### src/rtl/rmii_rx_framer.sv
// RMII receive framer: validates preamble/SFD, packs dibits into bytes and
// flags the last byte of each frame, with good/bad frame counters.
module rmii_rx_framer #(
    parameter int MIN_PREAMBLE = 28,
    parameter int MIN_BYTES    = 64,
    parameter int MAX_BYTES    = 1522,
    parameter bit LSB_FIRST    = 1'b1,
    parameter int CNT_W        = 16
) (
    input  logic             clk,
    input  logic             rst,
    input  logic             crsdv,
    input  logic [1:0]       rxd,
    output logic             axiov,
    output logic [7:0]       axiod,
    output logic             axiolast,
    output logic             axioerr,
    output logic [CNT_W-1:0] good_cnt,
    output logic [CNT_W-1:0] bad_cnt
);
    localparam int BCNT_W = $clog2(MAX_BYTES + 2);

    typedef enum logic [1:0] {S_DROP, S_IDLE, S_PRE, S_DATA} state_t;

    state_t            r_state;
    logic [4:0]        r_pcnt;
    logic [1:0]        r_didx;
    logic [7:0]        r_shift;
    logic [7:0]        r_held;
    logic              r_held_v;
    logic [BCNT_W-1:0] r_bcnt;

    logic [7:0]        w_shift_nxt;
    logic [BCNT_W-1:0] w_bcnt_inc;
    logic              w_bad_end;

    always_comb begin
        w_shift_nxt = LSB_FIRST ? {rxd, r_shift[7:2]} : {r_shift[5:0], rxd};
        w_bcnt_inc  = r_bcnt + 1'b1;
        w_bad_end   = (r_didx != 2'd0) || (r_bcnt < BCNT_W'(MIN_BYTES));
    end

    always_ff @(posedge clk) begin
        if (rst) begin
            r_state  <= S_DROP;
            r_pcnt   <= '0;
            r_didx   <= '0;
            r_shift  <= '0;
            r_held   <= '0;
            r_held_v <= 1'b0;
            r_bcnt   <= '0;
            axiov    <= 1'b0;
            axiod    <= '0;
            axiolast <= 1'b0;
            axioerr  <= 1'b0;
            good_cnt <= '0;
            bad_cnt  <= '0;
        end else begin
            axiov    <= 1'b0;
            axiolast <= 1'b0;
            axioerr  <= 1'b0;
            unique case (r_state)
                S_DROP: begin
                    if (!crsdv) r_state <= S_IDLE;
                end
                S_IDLE: begin
                    if (crsdv) begin
                        if (rxd == 2'b01) begin
                            r_state <= S_PRE;
                            r_pcnt  <= 5'd1;
                        end else begin
                            r_state <= S_DROP;
                        end
                    end
                end
                S_PRE: begin
                    if (!crsdv) begin
                        r_state <= S_IDLE;
                    end else if (rxd == 2'b01) begin
                        if (r_pcnt != '1) r_pcnt <= r_pcnt + 1'b1;
                    end else if (rxd == 2'b11 && r_pcnt >= 5'(MIN_PREAMBLE)) begin
                        r_state  <= S_DATA;
                        r_didx   <= '0;
                        r_bcnt   <= '0;
                        r_shift  <= '0;
                        r_held_v <= 1'b0;
                    end else begin
                        r_state <= S_DROP;
                        bad_cnt <= bad_cnt + 1'b1;
                    end
                end
                S_DATA: begin
                    if (!crsdv) begin
                        r_state  <= S_IDLE;
                        r_held_v <= 1'b0;
                        if (r_held_v) begin
                            axiov    <= 1'b1;
                            axiod    <= r_held;
                            axiolast <= 1'b1;
                            axioerr  <= w_bad_end;
                            if (w_bad_end) bad_cnt  <= bad_cnt + 1'b1;
                            else           good_cnt <= good_cnt + 1'b1;
                        end else begin
                            bad_cnt <= bad_cnt + 1'b1;
                        end
                    end else begin
                        r_shift <= w_shift_nxt;
                        r_didx  <= r_didx + 1'b1;
                        if (r_didx == 2'd3) begin
                            r_bcnt <= w_bcnt_inc;
                            // Held byte is always emitted one byte late so last can be tagged.
                            if (w_bcnt_inc == BCNT_W'(MAX_BYTES + 1)) begin
                                r_state  <= S_DROP;
                                r_held_v <= 1'b0;
                                bad_cnt  <= bad_cnt + 1'b1;
                                if (r_held_v) begin
                                    axiov    <= 1'b1;
                                    axiod    <= r_held;
                                    axiolast <= 1'b1;
                                    axioerr  <= 1'b1;
                                end
                            end else begin
                                if (r_held_v) begin
                                    axiov <= 1'b1;
                                    axiod <= r_held;
                                end
                                r_held   <= w_shift_nxt;
                                r_held_v <= 1'b1;
                            end
                        end
                    end
                end
                default: r_state <= S_DROP;
            endcase
        end
    end
endmodule

### config.mk
export PLATFORM = sky130hd
export DESIGN_NAME = rmii_rx_framer
export DESIGN_NICKNAME = d
export VERILOG_FILES = /design/src/rtl/rmii_rx_framer.sv
export SDC_FILE = /design/constraint.sdc
export NUM_CORES = 1
export LEC_CHECK = 0
export CORE_MARGIN = 3
export CORE_UTILIZATION = 55
export DETAILED_ROUTE_END_ITERATION = 6
export PLACE_DENSITY = 0.79
export SLEW_MARGIN = 20
export SYNTH_ARGS = -nofsm -noshare
export SYNTH_HDL_FRONTEND = slang
export SYNTH_SLANG_ARGS = --single-unit
### constraint.sdc
create_clock -name clk -period 2.7 [get_ports clk]
set_input_delay 0.81 -clock clk [delete_from_list [all_inputs] [get_ports clk]]
set_output_delay 0.81 -clock clk [all_outputs]
set_load 0.01 [all_outputs]
==> results list, run 1 <==
* Most common library cell in the layout ignoring fill and taps: dfxtp_1
* Biggest fanout along the worst timing path: 26
- Via count of the first global-routing pass: 3400
- The startpoint identified for the worst hold timing path is r_shift[4].
- Number of levels in the clock H-tree: 3
* Max-Slew Margin vs Limit: 59.2%
- In the synthesized netlist the async set-or-reset flop fraction comes to 0%.
- Routed vias/inst: approximately 5.9
- Static timing analysis puts the maximum clock frequency at between 300 and 400 MHz.
* Portion of the clock cycle consumed by the worst path in the final layout: about 93%
- The path with the worst hold slack has its endpoint at r_shift[4].
* Worst Setup SP: crsdv
- Finish-stage setup viols: 0
* R2R setup slack: approximately 0.23 ns
* X dimension of the die: 89.7 µm
* Peak supply drop: 0.000250 V
* Starting Density: 58.6%
* Top FF cell, synth: dfxtp_1
- Ant diodes: 0
- Entering global routing, the biggest net connects 33 pins.
* Clock root buffer: clkbuf_8
* Number of hold buffers added after cts: 0
* # fillers: 533
- Type of element launching the critical path: input pin
- The critical path is of the input pin to flip-flop type.
* Skew final: 0.0102 ns
- After clock tree synthesis, the clock-pin slew on the worst setup and hold paths is around 0.09 ns.
- Hold Path Class: flip-flop to flip-flop
- Number of different library cells in the post-synthesis netlist: 52
- Once the clock tree was built, the setup fixing pass inserted 0 buffers.
- The number of cells on the worst reg-to-reg path is 8.
- In the layout the commonest cells are dfxtp_1 (78), nor2_1 (52), clkdlybuf4s50_1 (46).
* Synthesis Warnings: 0
- Avg WL per Cell: 14.8 µm
- The post-route netlist has 11.9% of its cells at a drive strength greater than 1.
- Post-layout min period: between 2 and 3 ns
* LEAKAGE: roughly 1.6 nW
- CTS tree: yes
- Area taken by multi-input logic gates: between 2000 and 2500 µm²
- Power density over the cells: around 450 nW/µm²
- The floorplan has 29 rows.
- Placement-stage cell area: 4560 µm²
- The total overflow left after global routing is 0.
* Count of max-cap constraint violations: 0
- For the pin with the worst max-slew slack, the measured transition is 0.613 ns.
* Element type at the critical path end: flip-flop
- For this block, the via count after detailed routing is about 3700.
- Post-detailed-placement half-perimeter wirelength: 6350 µm
- Area enclosed by the die boundary: 8040 µm²
- 48 I/O pins were placed.
- Data on the critical path is required at its endpoint by between 2 and 3 ns.
* Number of DRC violations after detailed-routing iteration 0: 200
- Run status: complete, no violations
- In this run, post-CTS repair resized a total of 0 instances.
* Number of antenna-violating nets in the routed design: 0
* Final Max Tran Viols: 0
* Layout overhead on the synthesized area: 24.0%
* Post-Syn Area: 3850 µm²
- Avg Cell Area, Syn: 8.28 µm²
- Data on the critical path arrives at its endpoint at 2.80 ns.
- Number of detailed-routing iterations run before antenna repair: 5
- The worst register-to-register path begins at r_bcnt[1].
- Pwr Total: 0.00214 W
- CTS buffer count: 9
- Worst-skew pair later-pin latency: 0.35 ns
* Final #Nets: 538
* Synth Instances: 465
- In this run the critical register-to-register path is captured at bad_cnt[10].
- For this run, the total global-route usage over all layers was measured as 24.1%.
- Sequential cell area fraction in the yosys report: 40.6%
- The synthesized design contains 78 register bits.
- With fillers left out, the area of the finished cells amounts to 4770 µm².
* Die outline height: 89.7 µm
- The clock passes through at most 2 buffers.
- Global-route wire length before repair: 15300 µm
* Cells on Worst Hold Path: 2
- Clock sink count: 78
- Post-synth EDFFs: 0
- Count of input and output buffers: 47
* Syn Nets: 479
* Area taken by flip-flops and latches: between 1500 and 2000 µm²
- Number of failing hold endpoints at the final stage: 0
* Routability Congestion: about 0.9
- The number of antenna violations at the first check in global routing is 0.
- RSZ-0062 raised after global routing: no
- After floorplanning, the core was sized to cover 6570 µm².
- Routed wire length: a little over 9000 µm
* Number of design rule violations left after detail routing: 0
-- flip-flops by register name, indices dropped and copies added, names as in the netlist --
register and cells:
axiov 1, axiod 8, good_cnt 16, r_held_v 1, r_held 8, r_bcnt 11
bad_cnt 16, r_pcnt 5, axioerr 1, r_didx 2, r_shift 6, axiolast 1
r_state 2
-- worst max path at each step --
| stage | endpoint | slack, ns | cells after the start |
|---|---|---|---|
| floorplan | bad_cnt[12] | 0.22 | 7 |
| global placement | bad_cnt[15] | -0.11 | 7 |
| detailed placement | bad_cnt[10] | -0.19 | 7 |
| CTS | bad_cnt[10] | 0.13 | 8 |
| global route | bad_cnt[14] | 0.06 | 7 |
| finish | bad_cnt[10] | 0.18 | 7 |
-- worst max-delay path: stages --
cell and delay [ns]:
clkdlybuf4s50_1 0.50, inv_1 0.11, o31ai_1 0.24, buf_4 0.16, nand3_4 0.22, or4_1 0.59
a21oi_1 0.17
-- cell type report --
class	count	area share, %
Inverter	9	0.708
Clock buffer	9	2.60
Multi-Input combinational cell	348	44.4
Sequential cell	78	32.7
Clock inverter	7	1.68
Timing Repair Buffer	78	15.4
Tap cell	93	2.44
-- kinds of logic (layout without fill, tap and decap cells) --
| family | count (synthesis) | count (layout) | synth area share (%) |
|---|---|---|---|
| AND/OR/NAND/NOR | 205 | 205 | 27.0 |
| multiplexers | 18 | 18 | 4.97 |
| XOR/XNOR | 16 | 16 | 3.64 |
| flip-flops | 78 | 78 | 40.6 |
| AO/OA/AOI/OAI | 100 | 100 | 16.4 |
| buffers and inverters | 39 | 103 | 4.42 |
| adder cells (fa/ha/maj) | 9 | 9 | 2.93 |
-- cells in the mapped netlist, types with 3 or more instances --
| cell type | n | area (µm²) |
|---|---|---|
| mux2_2 | 6 | 67.6 |
| ha_1 | 9 | 113 |
| inv_1 | 9 | 33.8 |
| nor2b_1 | 9 | 56.3 |
| o21ai_0 | 20 | 100 |
| and4_1 | 3 | 26.3 |
| clkbuf_1 | 20 | 75.1 |
| and3_1 | 10 | 62.6 |
| nor2_1 | 52 | 195 |
| and2_1 | 3 | 18.8 |
| mux2i_1 | 11 | 110 |
| a21o_1 | 3 | 22.5 |
| nand2b_1 | 4 | 25.0 |
| or4_1 | 8 | 60.1 |
| a311oi_1 | 3 | 26.3 |
| o31ai_1 | 10 | 75.1 |
| a211oi_1 | 5 | 37.5 |
| a31oi_1 | 4 | 25.0 |
| xor2_1 | 11 | 96.3 |
| nand2_1 | 43 | 161 |
| nor3_1 | 11 | 55.1 |
| or3_1 | 6 | 37.5 |
| nand4_1 | 13 | 81.3 |
| xnor2_1 | 5 | 43.8 |
| nand3b_1 | 3 | 22.5 |
| buf_2 | 7 | 35.0 |
| dfxtp_1 | 78 | 1560 |
| nand3_1 | 31 | 155 |
| a21oi_1 | 40 | 200 |
-- per-layer routing --
| metal | vias to the layer above | part of all wire [%] | track usage [%] |
|---|---|---|---|
| met2 | 117 | 48 | 40.0 |
| met4 | 0 | 2.0 | 10.0 |
| met3 | 20 | 5.2 | 4.65 |
| li1 | 1787 | - | - |
| met1 | 1735 | 44 | 30.5 |
| met5 | - | 0 | 0 |
-- where the power goes --
group	switching (W)	total, W	internal (W)
clock	0.000469	0.000910	0.000442
combinational	0.0000480	0.0000773	0.0000293
sequential	0.00000288	0.00115	0.00115
-- metrics by stage --
step	hold slack [ns]	worst slack, ns	util, %	instances	TNS (ns)
CTS	0.479	0.130	72.6	622	0
floorplan	0.432	0.217	-	465	0
global route	0.504	0.0566	72.6	622	0
global placement	0.443	-0.106	69.5	606	-1.23
finish	0.481	0.178	72.6	622	0
detailed placement	0.446	-0.185	69.5	606	-1.84
No activity file was read; power rests on OpenSTA's default activity.
==> run 2, diff against run 1 <==
==> constraint.sdc (replaced) <==
create_clock -name clk -period 2.7 [get_ports clk]
set_input_delay 0.675 -clock clk [delete_from_list [all_inputs] [get_ports clk]]
set_output_delay 0.675 -clock clk [all_outputs]
set_load 0.01 [all_outputs]
==> results list, run 2 (synthesis results as in run 1) <==
* Maximum number of buffers from clock root to sink: 2
- STA classifies the critical path endpoint as a flip-flop.
- Clock sink count: 78
* Post-layout min period: approximately 2.5 ns
- For this run, design rule violations remaining after detail routing come to 0.
* LEAKAGE: between 1.5 and 2 nW
* Number of failing hold endpoints at the final stage: 0
- Fin util: 72.4%
* Number of detailed-routing iterations run before antenna repair: 5
* Area enclosed by the die boundary: 8040 µm²
* Pwr Total: 0.00232 W
- Hold Path Class: flip-flop to flip-flop
* Avg WL per Cell: 14.7 µm
- Row count: 29
* Portion of the clock cycle consumed by the worst path in the final layout: between 90% and 100%
- Leaving out fill and tap cells, the most frequent cell in the layout is dfxtp_1.
* Power density over the cells: roughly 500 nW/µm²
- The floorplan step set the die width to 89.7 µm.
- Min-Delay Endpoint: r_shift[2]
- The max-slew violation total from the final report was 0.
- Number of antenna-violating nets in the routed design: 0
- The worst hold path begins at r_shift[2].
- Using the TritonRoute via totals, the vias-per-cell ratio works out to 5.76.
- The clock arrives with 0.00995 ns of skew.
* Area taken by flip-flops and latches: 1560 µm²
- TritonCTS created 9 clock buffers.
- IR analysis of the VDD net gives a maximum drop of 0.000318 V.
- For the pin with the worst max-slew slack, the measured transition is 0.895 ns.
* Commonest cells after routing, fill and taps aside: dfxtp_1 (78), nor2_1 (52), clkdlybuf4s50_1 (46)
- For this block, the via count after detailed routing is 3557.
- Once the floorplan was initialized, standard cells occupied 58.6% of the core.
- The cell sitting at the root of the clock tree is a clkbuf_8.
- Layout overhead on the synthesized area: 23.5%
* GR Util All Layers: 23.4%
- Fraction of layout instances using a drive strength above 1: 11.1%
* Run status: complete, no violations
- The worst setup path is launched from a flip-flop.
- TritonCTS built the clock tree.
- Data required, critical path: 2.95 ns
- The first routing iteration left between 200 and 250 violations.
- Largest net degree at the start of global routing: 31
- The startpoint identified for the worst register-to-register timing path is r_bcnt[1].
* Worst-skew pair later-pin latency: around 0.35 ns
- Setup bufs post-CTS: 0
* Initial antenna violation count: 0
* Placeable core area: 6570 µm²
- Global route total overflow: 0
- Count of input and output buffers: 47
* Die outline height: 89.7 µm
- Data on the critical path arrives at its endpoint at around 2.7 ns.
- After legalization and detailed placement, the total HPWL measured 6060 µm.
- After the last flow step, the layout net total stands at between 500 and 600.
- The multi-input combinational cells in the finished layout cover a total of 2120 µm².
- Setup Crit Path Kind: flip-flop to flip-flop
- 48 I/O pins were placed.
- Ant diodes: 0
- Fmax: 406 MHz
* Finish-stage setup viols: 0
- Biggest fanout along the worst timing path: 11
- Max-Slew Margin vs Limit: 40.1%
* Global-route wire length before repair: between 15000 and 20000 µm
* Reg2reg path depth: 7
* # fillers: 528
* Routability Congestion: 0.863
- After clock tree synthesis, the clock-pin slew on the worst setup and hold paths is 0.09 ns.
- The largest registers in the layout are bad_cnt (16), good_cnt (16), r_bcnt (11).
* Routed wire length: around 9000 µm
- Setup repair after global routing left no endpoint under its margin.
- Count of max-cap constraint violations: 0
- The via count of the first global-routing pass came to 3231.
- The worst register-to-register path ends at bad_cnt[15].
* Number of levels in the clock H-tree: 3
* Cells on Worst Hold Path: 2
* R2R setup slack: about 0.24 ns
[run 2: changes by cell type in the layout (fill, tap and decap cells not counted), sizes merged]
cell	delta
clkinv	-1
clkinvlp	-1
buf	-5
bufinv	+2
[run 2: final cells by class]
type	instances	area share, %
flip-flops and latches	78	32.9
inverters	9	0.711
multi-input cells	348	44.6
clock inverters	7	2.63
repair buffers	73	14.2
clock buffers	9	2.61
well taps	93	2.45
[run 2: worst max path at each step]
stage | end | from | depth (start not counted) | slack [ns]
2_1_floorplan | bad_cnt[12] | crsdv | 7 | 0.35
3_3_place_gp | bad_cnt[15] | crsdv | 6 | -0.002
3_5_place_dp | bad_cnt[13] | crsdv | 6 | -0.07
4_1_cts | bad_cnt[10] | r_bcnt[1] | 8 | 0.17
5_1_grt | bad_cnt[14] | r_bcnt[1] | 7 | 0.04
6_report | bad_cnt[15] | r_bcnt[1] | 7 | 0.24
[run 2: stage by stage]
step | cells | worst slack (ns) | setup TNS, ns | cell area [µm²] | hold slack [ns]
2_1_floorplan | 465 | 0.352 | 0 | 3850 | 0.432
3_3_place_gp | 601 | -0.00178 | -0.00461 | 4500 | 0.443
6_report | 617 | 0.237 | 0 | 4750 | 0.459
5_1_grt | 617 | 0.0425 | 0 | 4750 | 0.497
4_1_cts | 617 | 0.167 | 0 | 4750 | 0.459
3_5_place_dp | 601 | -0.0710 | -0.419 | 4500 | 0.445
[run 2: layer usage]
metal	wire, µm	vias to the layer above	track usage (%)
met5	0	-	0
met4	129	0	7.17
met3	343	13	5.11
met2	4290	94	37.0
met1	4280	1675	32.1
li1	-	1775	-
[run 2: critical path: stages, from the launching register on]
cell	delay [ns]
dfxtp_1	0.49
ha_2	0.38
nand3_1	0.16
xnor2_1	0.15
and3_1	0.22
nand4_1	0.25
a211oi_1	0.35
mux2_2	0.36
[run 2: power breakdown]
part	leakage (nW)	switching [W]	internal (W)
Clock	0.125	0.000472	0.000628
Combinational	0.865	0.0000479	0.0000224
Sequential	0.628	0.000000927	0.00115
[run 2: repair_timing]
action	4_1_cts	5_1_grt
gates resized for setup	0	1
hold buffers	0	0
endpoints found under the setup margin	0	12
==> run 3, diff against run 2 <==
--- a/config.mk
+++ b/config.mk
@@ -5,10 +5,12 @@
 export SDC_FILE = /design/constraint.sdc
 export NUM_CORES = 1
 export LEC_CHECK = 0
+export CORE_ASPECT_RATIO = 1.75
 export CORE_MARGIN = 3
 export CORE_UTILIZATION = 55
 export DETAILED_ROUTE_END_ITERATION = 6
 export PLACE_DENSITY = 0.79
+export SKIP_LAST_GASP = 1
 export SLEW_MARGIN = 20
 export SYNTH_ARGS = -nofsm -noshare
 export SYNTH_HDL_FRONTEND = slang
==> results list, run 3 (synthesis results as in run 1) <==
- Critical path data arrival time: 2.82 ns
- Total vias in the final route: between 3000 and 4000
* Number of levels in the clock H-tree: 3
- Before antenna repair, the detailed router went through 5 iterations.
* Biggest fanout along the worst timing path: 9
* Final #Nets: ~540
* Area enclosed by the die boundary: 8080 µm²
* Final Max Tran Viols: 0
- After filler insertion, the fill cell instance count of the layout stands at 548.
- The count of buffers added on input and output ports is 47.
* Power density over the cells: 499 nW/µm²
- CP top delay family: simple AND/OR/NAND/NOR gates
- The critical path goes through nand2_1 > or3_1 > a21oi_1 > and4_1 > nand2_1 > a2111oi_0 > buf_4.
- The floorplan step set the die width to 69.2 µm.
- The repair_antennas step left the layout with diodes totalling 0.
- Finish-stage setup viols: 0
- In this run the worst setup path begins at r_bcnt[1].
- Setup Crit Path Kind: flip-flop to flip-flop
- At the end of routability-driven placement, the weighted congestion stood at 0.895.
* Hold Path Class: flip-flop to flip-flop
- Slowest-stage cell, CP: a2111oi_0
- Number of design rule violations left after detail routing: 0
- In this design, the critical path's most frequently occurring cell is nand2_1.
- Number of antenna-violating nets in the routed design: 0
* Data required, critical path: 2.98 ns
* Maximum number of buffers from clock root to sink: 2
- Skew final: 0.00489 ns
- In the final layout, the registers with the most flip-flops are bad_cnt (16), good_cnt (16), r_bcnt (11).
- Across the VDD grid, the largest voltage drop is 0.000428 V.
- In this run the post-CTS setup repair buffer count came out at 0.
* Global-route wire length before repair: roughly 16000 µm
- GR Util All Layers: 24.2%
- The total area inside the core boundary comes to 6640 µm².
- Initial antenna violation count: 0
* Number of DRC violations after detailed-routing iteration 0: 290
* Launch instance of the worst min-delay path: r_shift[2]
* Startpoint of the lowest-slack register-to-register path: r_bcnt[1]
- Avg WL per Cell: 15.8 µm
- Subtracting the final worst setup slack from the clock period gives 2.54 ns.
* Number of failing hold endpoints at the final stage: 0
- STA classifies the critical path startpoint as a flip-flop.
- Entering global routing, the biggest net connects 40 pins.
- TritonCTS built the clock tree.
- The initial utilization of the core area, before any placement, comes to 58.0%.
- Area taken by flip-flops and latches: 1560 µm²
- The worst path uses 94.0% of the clock period.
- Routed vias/inst: ~6
* Run status: complete, no violations
- Element type at the critical path end: flip-flop
- Commonest cells after routing, fill and taps aside: dfxtp_1 (78), nor2_1 (52), clkdlybuf4s50_1 (46)
* CP bufs+invs: 1
* Worst-skew pair later-pin latency: 0.34 ns
- Clock input transition at the sequential cells of the worst setup and hold paths: 0.06 ns
* Most common library cell in the layout ignoring fill and taps: dfxtp_1
- Worst-Margin Slew: 0.694 ns
* Top-level port count: 48
* Placed cell count: 593
- Count of max-cap constraint violations: 0
* Clock root buffer: clkbuf_16
- The HPWL after detailed placement is between 6000 and 7000 µm.
* LEAKAGE: 1.64 nW
- RSZ-0062 raised after global routing: no
- On the worst path, the slowest cell contributes a delay of 0.54 ns.
- Die outline height: about 120 µm
- Global route total overflow: 0
- For the final routed database, the setup TNS stands at 0 ns.
* R2R setup slack: roughly 0.16 ns
* Area taken by multi-input logic gates: 2120 µm²
- Excluding fillers, the count of instances in the completed layout stands at 609.
- Row generation in the floorplan step produced 39 rows.
- TritonCTS created 9 clock buffers.
- Relative to the synthesized area, the layout overhead comes to 24.8%.
- The post-route netlist has 11.4% of its cells at a drive strength greater than 1.
* Clock sink count: 78
* Routed wire length: 9600 µm
- Fmax: between 300 and 400 MHz
* Via count of the first global-routing pass: 3449
- Headroom to the max-slew limit came out at 53.8%.
-- run 3: cell count changes in the layout (fill, tap and decap cells not counted) --
cell and delta:
clkbuf_16 +9, clkbuf_8 -9, inv_6 -4, buf_4 +3, clkinvlp_4 +3, bufinv_16 -2, clkinv_2 +2, clkbuf_1 +1
-- run 3: final timing paths --
kind                      to  cells past startpoint
hold / removal    r_shift[2]                      2
setup / recovery     axioerr                      7
hold reg to reg   r_shift[2]                      2
setup reg to reg     axioerr                      7
-- run 3: stage by stage --
stage	utilization [%]	hold slack [ns]	worst slack, ns	area, µm²	power, W
2_1_floorplan	-	0.432	0.352	3850	0.00122
3_3_place_gp	68.0	0.450	0.0262	4510	0.00125
3_5_place_dp	68.0	0.451	-0.0113	4510	0.00125
4_1_cts	72.4	0.460	0.0994	4800	0.00240
5_1_grt	72.4	0.482	0.00196	4800	0.00247
6_report	72.4	0.457	0.161	4800	0.00240
-- run 3: cell type report --
class	instances	share of cell area [%]
Inverter	9	0.703
Clock inverter	6	1.30
Multi-Input combinational cell	348	44.1
Sequential cell	78	32.5
Timing Repair Buffer	76	14.5
Clock buffer	10	4.77
Tap cell	82	2.14
-- run 3: power breakdown --
group	internal (W)	total, W	switching, W
sequential	0.00115	0.00116	0.00000329
combinational	0.0000228	0.0000689	0.0000461
clock	0.000712	0.00117	0.000461
-- run 3: worst register-to-register path, stage by stage (launching register included) --
cell	delay (ns)
dfxtp_1	0.47
nand2_1	0.18
or3_1	0.40
a21oi_1	0.34
and4_1	0.27
nand2_1	0.10
a2111oi_0	0.54
buf_4	0.19
-- run 3: timing repair --
action | 4_1_cts | 5_1_grt
endpoints found under the setup margin | 0 | 12
hold buffers | 0 | 0
endpoints found under the hold margin | 0 | 0
resized for setup | 0 | 1
-- run 3: routing by layer --
layer | up-vias | GRT usage (%) | wire [µm]
met3 | 30 | 4.91 | 365
li1 | 1775 | - | -
met2 | 92 | 45.3 | 5240
met1 | 1731 | 25.8 | 3710
met4 | 0 | 11.6 | 289
met5 | - | 0 | 0
